--- src/rtl/pwm_capture_if.sv ---
// pwm_capture_if: signal bundle between a PWM capture block and its user.
//
// Signals:
//   en        capture enable (user -> capture)
//   pwm_i     asynchronous PWM input (user -> capture)
//   hi_o      high-phase length of the last completed period
//   lo_o      low-phase length of the last completed period
//   valid_o   one-cycle result strobe
//   stuck_o   sticky phase-overflow flag
//   state_dbg current capture FSM state, for observation only
//
// Handshake: valid_o is a pure strobe with no ready/back-pressure. hi_o/lo_o
// are updated in the same cycle valid_o is high and hold between strobes, so
// a consumer that misses a strobe still sees the latest result.
interface pwm_capture_if #(
    parameter int W = 8
);
    logic         en;
    logic         pwm_i;
    logic [W-1:0] hi_o;
    logic [W-1:0] lo_o;
    logic         valid_o;
    logic         stuck_o;
    logic [1:0]   state_dbg;

    modport master (
        output en, pwm_i,
        input  hi_o, lo_o, valid_o, stuck_o, state_dbg
    );

    modport slave (
        input  en, pwm_i,
        output hi_o, lo_o, valid_o, stuck_o, state_dbg
    );
endinterface

--- src/rtl/pwm_capture.sv ---
// pwm_capture: measures the high and low phase lengths (in clk cycles) of an
// asynchronous PWM input and reports each completed period as {hi, lo}.
//
// Ports:
//   clk     rising-edge clock
//   arst_n  asynchronous active-low reset
//   bus     pwm_capture_if.slave (en, pwm_i in; hi_o, lo_o, valid_o,
//           stuck_o, state_dbg out)
//
// Parameters:
//   W           counter / result width, MAX = 2^W-1
//   SYNC_STAGES synchronizer depth (>= 2)
//   FILTER_LEN  deglitch length, used only with PWM_CAPTURE_FILTER_EN
//
// Optional feature: define PWM_CAPTURE_FILTER_EN to insert a deglitch stage
// between the synchronizer and the edge detector.
module pwm_capture #(
    parameter int W           = 8,
    parameter int SYNC_STAGES = 2,
    parameter int FILTER_LEN  = 3
) (
    input  logic          clk,
    input  logic          arst_n,
    pwm_capture_if.slave  bus
);

    typedef enum logic [1:0] {
        IDLE    = 2'd0,
        MEAS_HI = 2'd1,
        MEAS_LO = 2'd2
    } state_t;

    localparam logic [W-1:0] MAX = {W{1'b1}};
    localparam logic [W-1:0] ONE = W'(1);

    // Input synchronizer
    logic [SYNC_STAGES-1:0] sync_q;
    logic                   sync_out;

    always_ff @(posedge clk or negedge arst_n) begin
        if (!arst_n) begin
            sync_q <= '0;
        end else begin
            sync_q <= {sync_q[SYNC_STAGES-2:0], bus.pwm_i};
        end
    end

    assign sync_out = sync_q[SYNC_STAGES-1];

    logic s;
    logic s_d;

`ifdef PWM_CAPTURE_FILTER_EN
    // s follows the synchronized input only after it has held a new level for
    // FILTER_LEN consecutive cycles; both edges see the same delay, so clean
    // phase lengths are preserved.
    localparam int FW = $clog2(FILTER_LEN + 1);
    logic [FW-1:0] filt_cnt;
    logic          filt_q;

    always_ff @(posedge clk or negedge arst_n) begin
        if (!arst_n) begin
            filt_cnt <= '0;
            filt_q   <= 1'b0;
        end else if (sync_out == filt_q) begin
            filt_cnt <= '0;
        end else if (filt_cnt == FW'(FILTER_LEN - 1)) begin
            filt_q   <= sync_out;
            filt_cnt <= '0;
        end else begin
            filt_cnt <= filt_cnt + 1'b1;
        end
    end

    assign s = filt_q;
`else
    localparam int unused_filter_len = FILTER_LEN;
    assign s = sync_out;
`endif

    // s_d keeps running while disabled so re-enable never sees a false edge
    always_ff @(posedge clk or negedge arst_n) begin
        if (!arst_n) begin
            s_d <= 1'b0;
        end else begin
            s_d <= s;
        end
    end

    logic rise;
    logic fall;
    assign rise = s & ~s_d;
    assign fall = ~s & s_d;

    // Capture FSM
    state_t       state_q, state_n;
    logic [W-1:0] cnt_q, cnt_n;
    logic [W-1:0] hl_q, hl_n;
    logic [W-1:0] hi_q, hi_n;
    logic [W-1:0] lo_q, lo_n;
    logic         valid_q, valid_n;
    logic         stuck_q, stuck_n;

    always_ff @(posedge clk or negedge arst_n) begin
        if (!arst_n) begin
            state_q <= IDLE;
            cnt_q   <= '0;
            hl_q    <= '0;
            hi_q    <= '0;
            lo_q    <= '0;
            valid_q <= 1'b0;
            stuck_q <= 1'b0;
        end else begin
            state_q <= state_n;
            cnt_q   <= cnt_n;
            hl_q    <= hl_n;
            hi_q    <= hi_n;
            lo_q    <= lo_n;
            valid_q <= valid_n;
            stuck_q <= stuck_n;
        end
    end

    always_comb begin
        state_n = state_q;
        cnt_n   = cnt_q;
        hl_n    = hl_q;
        hi_n    = hi_q;
        lo_n    = lo_q;
        valid_n = 1'b0;
        stuck_n = stuck_q;

        if (!bus.en) begin
            // Abort: the running period is dropped, results and stuck hold
            state_n = IDLE;
            cnt_n   = '0;
            hl_n    = '0;
        end else begin
            case (state_q)
                IDLE: begin
                    // Wait for a rising edge so only whole periods are measured
                    cnt_n = '0;
                    if (rise) begin
                        cnt_n   = ONE;
                        state_n = MEAS_HI;
                    end
                end
                MEAS_HI: begin
                    if (fall) begin
                        hl_n    = cnt_q;
                        cnt_n   = ONE;
                        state_n = MEAS_LO;
                    end else if (cnt_q == MAX) begin
                        stuck_n = 1'b1;
                        cnt_n   = '0;
                        state_n = IDLE;
                    end else begin
                        cnt_n = cnt_q + 1'b1;
                    end
                end
                MEAS_LO: begin
                    if (rise) begin
                        hi_n    = hl_q;
                        lo_n    = cnt_q;
                        valid_n = 1'b1;
                        stuck_n = 1'b0;
                        cnt_n   = ONE;
                        state_n = MEAS_HI;
                    end else if (cnt_q == MAX) begin
                        stuck_n = 1'b1;
                        cnt_n   = '0;
                        state_n = IDLE;
                    end else begin
                        cnt_n = cnt_q + 1'b1;
                    end
                end
                default: begin
                    cnt_n   = '0;
                    state_n = IDLE;
                end
            endcase
        end
    end

    assign bus.hi_o      = hi_q;
    assign bus.lo_o      = lo_q;
    assign bus.valid_o   = valid_q;
    assign bus.stuck_o   = stuck_q;
    assign bus.state_dbg = state_q;

endmodule

--- src/flat_wrapper.sv ---
// flat-port wrapper written by rule: the top's interface ports become plain ports
module pwm_capture_flat 
#(
    parameter int W           = 8,
    parameter int SYNC_STAGES = 2,
    parameter int FILTER_LEN  = 3
)
  (clk, arst_n, bus_en, bus_pwm_i, bus_hi_o, bus_lo_o, bus_valid_o, bus_stuck_o, bus_state_dbg);
  pwm_capture_if #(.W(W)) bus_i ();
  input  logic clk;
  input  logic arst_n;
  input wire logic [$bits(bus_i.en)-1:0] bus_en;
  input wire logic [$bits(bus_i.pwm_i)-1:0] bus_pwm_i;
  output wire logic [$bits(bus_i.hi_o)-1:0] bus_hi_o;
  output wire logic [$bits(bus_i.lo_o)-1:0] bus_lo_o;
  output wire logic [$bits(bus_i.valid_o)-1:0] bus_valid_o;
  output wire logic [$bits(bus_i.stuck_o)-1:0] bus_stuck_o;
  output wire logic [$bits(bus_i.state_dbg)-1:0] bus_state_dbg;
  assign bus_i.en = bus_en;
  assign bus_i.pwm_i = bus_pwm_i;
  assign bus_hi_o = bus_i.hi_o;
  assign bus_lo_o = bus_i.lo_o;
  assign bus_valid_o = bus_i.valid_o;
  assign bus_stuck_o = bus_i.stuck_o;
  assign bus_state_dbg = bus_i.state_dbg;
  pwm_capture #(.W(W), .SYNC_STAGES(SYNC_STAGES), .FILTER_LEN(FILTER_LEN)) u_core (.clk(clk), .arst_n(arst_n), .bus(bus_i));
endmodule
--- config.mk ---
export PLATFORM = sky130hd
export DESIGN_NAME = pwm_capture_flat
export DESIGN_NICKNAME = d
export VERILOG_FILES = /design/src/rtl/pwm_capture_if.sv /design/src/rtl/pwm_capture.sv /design/src/flat_wrapper.sv
export SDC_FILE = /design/constraint.sdc
export NUM_CORES = 1
export LEC_CHECK = 0
export CAP_MARGIN = 20
export CORE_MARGIN = 5
export CORE_UTILIZATION = 35
export DETAILED_ROUTE_END_ITERATION = 10
export PLACE_DENSITY = 0.63
export SLEW_MARGIN = 40
export SYNTH_ARGS = -nofsm -noshare
export SYNTH_HDL_FRONTEND = slang
export SYNTH_SLANG_ARGS = --single-unit
--- constraint.sdc ---
create_clock -name clk -period 2.1 [get_ports clk]
set_clock_uncertainty 0.2 [all_clocks]
set_input_delay 0.21 -clock clk [delete_from_list [all_inputs] [get_ports clk]]
set_output_delay 0.21 -clock clk [all_outputs]
set_load 0.05 [all_outputs]
== Yosys cells after proc, flatten, opt, wreduce, memory -nomap -nowiden ==
Cells that the tools add are included.
Widths: inputs -> output; s select.

* Register bits after elaboration: 39
* Bits of input ports: 4
* Output and inout port bits: 20
* Word-level logic and storage cells: 48

* $add $sub $neg: 1
* Equal/unequal tests: 7
* Muxes and demuxes: 22
* Bitwise logic cells: 4
* Reduce and logical (&&, ||, !) cells: 5

{| class="wikitable"
|+ Operators with widths
! operator !! count
|-
| $mux 8 || 7
|-
| $pmux 8 s3 || 1
|-
| $mux 2 || 5
|-
| $add 8x1->8 const B || 1
|-
| $eq 8x8->1 const B || 1
|-
| $mux 1 || 7
|-
| $pmux 2 s3 || 1
|-
| $reduce_and 3->1 || 2
|-
| $ne 2x1->1 const B || 2
|-
| $ne 3x2->1 const B || 1
|-
| $and 1x1->1 || 2
|-
| $eq 2x1->1 const B || 1
|-
| $eq 2x2->1 const B || 1
|-
| $logic_not 2->1 || 1
|-
| $ne 2x2->1 const B || 1
|-
| $not 1->1 || 2
|-
| $pmux 1 s2 || 1
|-
| $reduce_and 2->1 || 1
|-
| $reduce_bool 2->1 || 1
|}

== Depth between registers and ports, before layout ==
* Word-level depth: 5
* Gate-level depth with buffers: 5
* Mapped depth without buffers: 5

== Worst setup path after synthesis ==
Ideal clock, no wire load.

* Path type: flip-flop to flip-flop
* Start point: register u_core.state_q[0], in the netlist u_core.bus.state_dbg[0]
* End point: register u_core.hi_q[0], in the netlist u_core.bus.hi_o[0]
* Setup time: 125 ps
* Arrival: 1,425 ps
* Data required time: 1,775 ps
* Setup slack: 350 ps
* Stages on the path, launching flop included: 4
* Path buffers: 1
* Clock period less this slack: 1,750 ps
* Cell sequence: dfrtp_1 nand4b_4 buf_6 mux2_2

* Longest elaborated chain between the ends: 2

{| class="wikitable"
|+ RTL lines
! what !! line !! text
|-
| from (decl) || pwm_capture.sv:96 || <nowiki>state_t state_q, state_n;</nowiki>
|-
| from (signal assigned) || pwm_capture.sv:114 || <nowiki>state_q <= state_n;</nowiki>
|-
| $eq 2x2->1 || pwm_capture.sv:139 || <nowiki>case (state_q)</nowiki>
|-
| $reduce_and 3->1 (no line) || -- ||
|-
| to (signal assigned) || pwm_capture.sv:117 || <nowiki>hi_q <= hi_n;</nowiki>
|-
| to (decl) || pwm_capture.sv:99 || <nowiki>logic [W-1:0] hi_q, hi_n;</nowiki>
|}

No other way between the ends.
A chain may end at the register's enable or synchronous reset.

== Worst setup path in the final report ==
* Start point: register u_core.stuck_q, in the netlist u_core.bus.stuck_o
* End point: output bus_stuck_o

{| class="wikitable"
|+ RTL lines
! what !! line !! text
|-
| from (decl) || pwm_capture.sv:102 || <nowiki>logic stuck_q, stuck_n;</nowiki>
|-
| from (signal assigned) || pwm_capture.sv:120 || <nowiki>stuck_q <= stuck_n;</nowiki>
|-
| to (decl) || flat_wrapper.sv:17 || <nowiki>output wire logic [$bits(bus_i.stuck_o)-1:0] bus_stuck_o;</nowiki>
|}

No word-level cell between the ends.

==> impl_results.md <==
- Setup TNS: 0 ns
- Pins Over Slew Limit: 0
- CTS tree: done
- Largest net degree at the start of global routing: 40
- Die X: 78.51 um
- RSZ-0062 raised after global routing: false
- Largest stage delay, worst path: approximately 0.81 ns
- Outcome: completed
- Yosys cell types: 30
- Pwr Density: 796.5 nW/um^2
- Initial antenna violation count: 0
- IO buf count: 23
- I/O Pins: 24
- Worst-skew pair later-pin latency: 0.30 ns
- Global-route wire length before repair: around 5500 um
- Fillcell total: between 400 and 500
- Share of layout cells above drive strength 1: 19.28%
- Ant diodes: 0
- H-tree depth: 2
- Max Cap Violations: 0
- Worst-Margin Slew: roughly 0.51 ns
- Number of buffers and inverters on the critical path: 1
- Max FO, Critical Path: 2
- CTS max path bufs: 2
- Seq/Total Area, Yosys: 59.41%
- Ys Warns: 0
- Flops & latches, synth: 39
- Reg clk slew, reported paths: 0.08 ns
- Peak VDD IR: around 0.28 mV
- DRC Markers: 0
- Final worst path period share: about nine tenths
- Period minus WS final: about 1.9 ns
- Worst EP required: 1.69 ns
- Total wire length: 3071 um
- Vias in the first global route: 1146
- Final setup violation count: 0
- Tot Pwr: roughly 1.6 mW
- Crit path launch type: register
- Worst path cell trace: clkdlybuf4s50_1
- Die H: roughly 80 um
- Std cell rows: 25
- Post-Synthesis Cells: ~140
- Wirelength per Cell: 13.96 um
- Router iterations before antenna repair: 4
- Initial Util: around 35%
- Via/cell ratio: 4.923
- Detailed Place HPWL: between 2000 and 2500 um
- Core area: roughly 4600 um^2
- Largest cells by area after synthesis: dfrtp_1, mux2_2, nand2_1
- Hold Path Class: primary input to register
- Overflow after GRT: 0
- Vias: 1083
- Final ANT Viol Nets: 0
- Largest area contributor in the netlist: dfrtp_1
- Hold Vio Cnt, Final: 0
- Nets: 170
- CTS buffer count: 5
- Post-Syn Area: 1643 um^2
- Crit path kind: register to primary output
- Slowest stage cell, crit path: clkdlybuf4s50_1
- Area grow syn2layout: 25.89%
- Final GP Congestion: 0.8061
- Achievable Freq: roughly 530 MHz
- CP endpoint kind: primary output
- Static Leak: 0.9302 nW
- Syn Nets: 140
- CTS Sinks: 39
- Avg Cell Area, Syn: 12.17 um^2
- Root buffer cell: clkbuf_8
- Synth top area share: 59.41%
- Die ar.: roughly 6000 um^2
- Critical path's top delay family: buffers and inverters
- DRT iter0 DRCs: 50
- GRT Util Overall: between 10% and 20%
- Data arrival time of the worst path: between 1 and 1.5 ns
- Worst slew margin: 65.79%
## per-layer routing
layer	track usage, %	vias to the layer above	routed length (um)	share of wire [%]
li1	-	520	-	-
met1	14.21	538	1413	46
met2	18.08	19	1473	48
met3	3.211	6	104	3.4
met4	7.168	0	80	2.6
met5	0	-	0	0
## registers in the layout, indices dropped and copies added, names as in the netlist
register,count
u_core.bus.state_dbg,2
u_core.bus.lo_o,8
u_core.bus.valid_o,1
u_core.hl_q,8
u_core.sync_q,2
u_core.s_d,1
u_core.bus.stuck_o,1
u_core.cnt_q,8
u_core.bus.hi_o,8
## metrics by stage
stage / hold slack [ns] / utilization, % / cells / instance area, um^2 / setup slack, ns
final: 0.1532 / 44.68 / 220 / 2068 / 0.2156
after global routing: 0.1611 / 44.68 / 220 / 2068 / 0.1607
after CTS: 0.1487 / 44.62 / 220 / 2066 / 0.2005
after detailed placement: 0.1409 / 41.46 / 211 / 1919 / 0.2734
after global placement: 0.1368 / 41.46 / 211 / 1919 / 0.2812
after floorplan: -0.2856 / - / 135 / 1643 / 0.3504
## path summary, 6_finish.rpt
| check | depth (start not counted) | slack [ns] | startpoint | endpoint |
|---|---|---|---|---|
| max in group asynchronous | 2 | 1.16 | arst_n | u_core.bus.stuck_o |
| worst min register to register | 0 | 0.16 | u_core.sync_q[0] | u_core.sync_q[1] |
| worst max-delay path | 1 | 0.22 | u_core.bus.stuck_o | bus_stuck_o |
| min in group asynchronous | 2 | 0.21 | arst_n | u_core.bus.lo_o[7] |
| worst max register to register | 5 | 0.26 | u_core.cnt_q[1] | u_core.cnt_q[0] |
| worst min-delay path | 1 | 0.15 | bus_pwm_i | u_core.sync_q[0] |
## cells by family (layout without fill, tap and decap cells)
| kind of cell | count (synthesis) | count (layout) | synth area share (%) |
|---|---|---|---|
| simple gates | 49 | 49 | 16.53 |
| flops | 39 | 39 | 59.41 |
| compound gates | 21 | 21 | 9.064 |
| mux | 14 | 14 | 9.596 |
| buf+inv | 7 | 38 | 2.513 |
| xor+xnor | 4 | 4 | 2.132 |
| fa+ha+maj | 1 | 1 | 0.7615 |
## cell usage after synthesis
| cell type | n |
|---|---|
| mux2_2 | 14 |
| a21oi_1 | 2 |
| nand3_2 | 1 |
| inv_1 | 4 |
| a211oi_1 | 2 |
| nor2b_1 | 1 |
| nand2b_1 | 3 |
| nand3b_1 | 1 |
| nand4b_4 | 1 |
| nor2_1 | 10 |
| nand4b_1 | 1 |
| o21ai_0 | 4 |
| xnor2_1 | 4 |
| ha_1 | 1 |
| dfrtp_1 | 39 |
| clkbuf_1 | 1 |
| nor3b_4 | 1 |
| a21boi_0 | 8 |
| and4_1 | 1 |
| nand3_1 | 1 |
| a22oi_1 | 1 |
| nand4_1 | 1 |
| and2b_4 | 1 |
| o311a_1 | 2 |
| nor3_1 | 1 |
| o21ai_2 | 1 |
| o31ai_1 | 1 |
| and2b_1 | 3 |
| nand2_1 | 22 |
| buf_6 | 2 |
## timing repair
item                                   in CTS  in global routing
setup buffers                               0                  0
endpoints found under the hold margin      39                  0
resized for setup                           0                  0
hold buffers                                1                  0
## power by group
part / leakage, nW / internal [mW] / total [mW] / switching, mW
Combinational: 0.331 / 0.0435 / 0.117 / 0.0736
Sequential: 0.535 / 0.764 / 0.777 / 0.0131
Clock: 0.0644 / 0.474 / 0.754 / 0.280
## layout by cell type (no fill, tap or decap), types with 2 or more instances in the layout
cell type | Yosys | layout
dfrtp_1 | 39 | 39
nand2_1 | 22 | 22
clkdlybuf4s50_1 | 0 | 20
mux2_2 | 14 | 14
nor2_1 | 10 | 10
a21boi_0 | 8 | 8
clkbuf_8 | 0 | 5
buf_4 | 0 | 5
xnor2_1 | 4 | 4
inv_1 | 4 | 4
o21ai_0 | 4 | 4
nand2b_1 | 3 | 3
and2b_1 | 3 | 3
a21oi_1 | 2 | 2
a211oi_1 | 2 | 2
o311a_1 | 2 | 2
bufinv_16 | 0 | 2
## layout make-up
cell class,count,area (um^2),area share [%]
clock buffer,5,68.82,3.327
clock inverter,3,67.56,3.267
inverter,4,15.01,0.7260
multi-input combinational,89,625.6,30.25
sequential,39,975.9,47.19
tap,54,67.56,3.267
timing repair buffer,26,247.7,11.98
(Power assumes the default switching activity.)
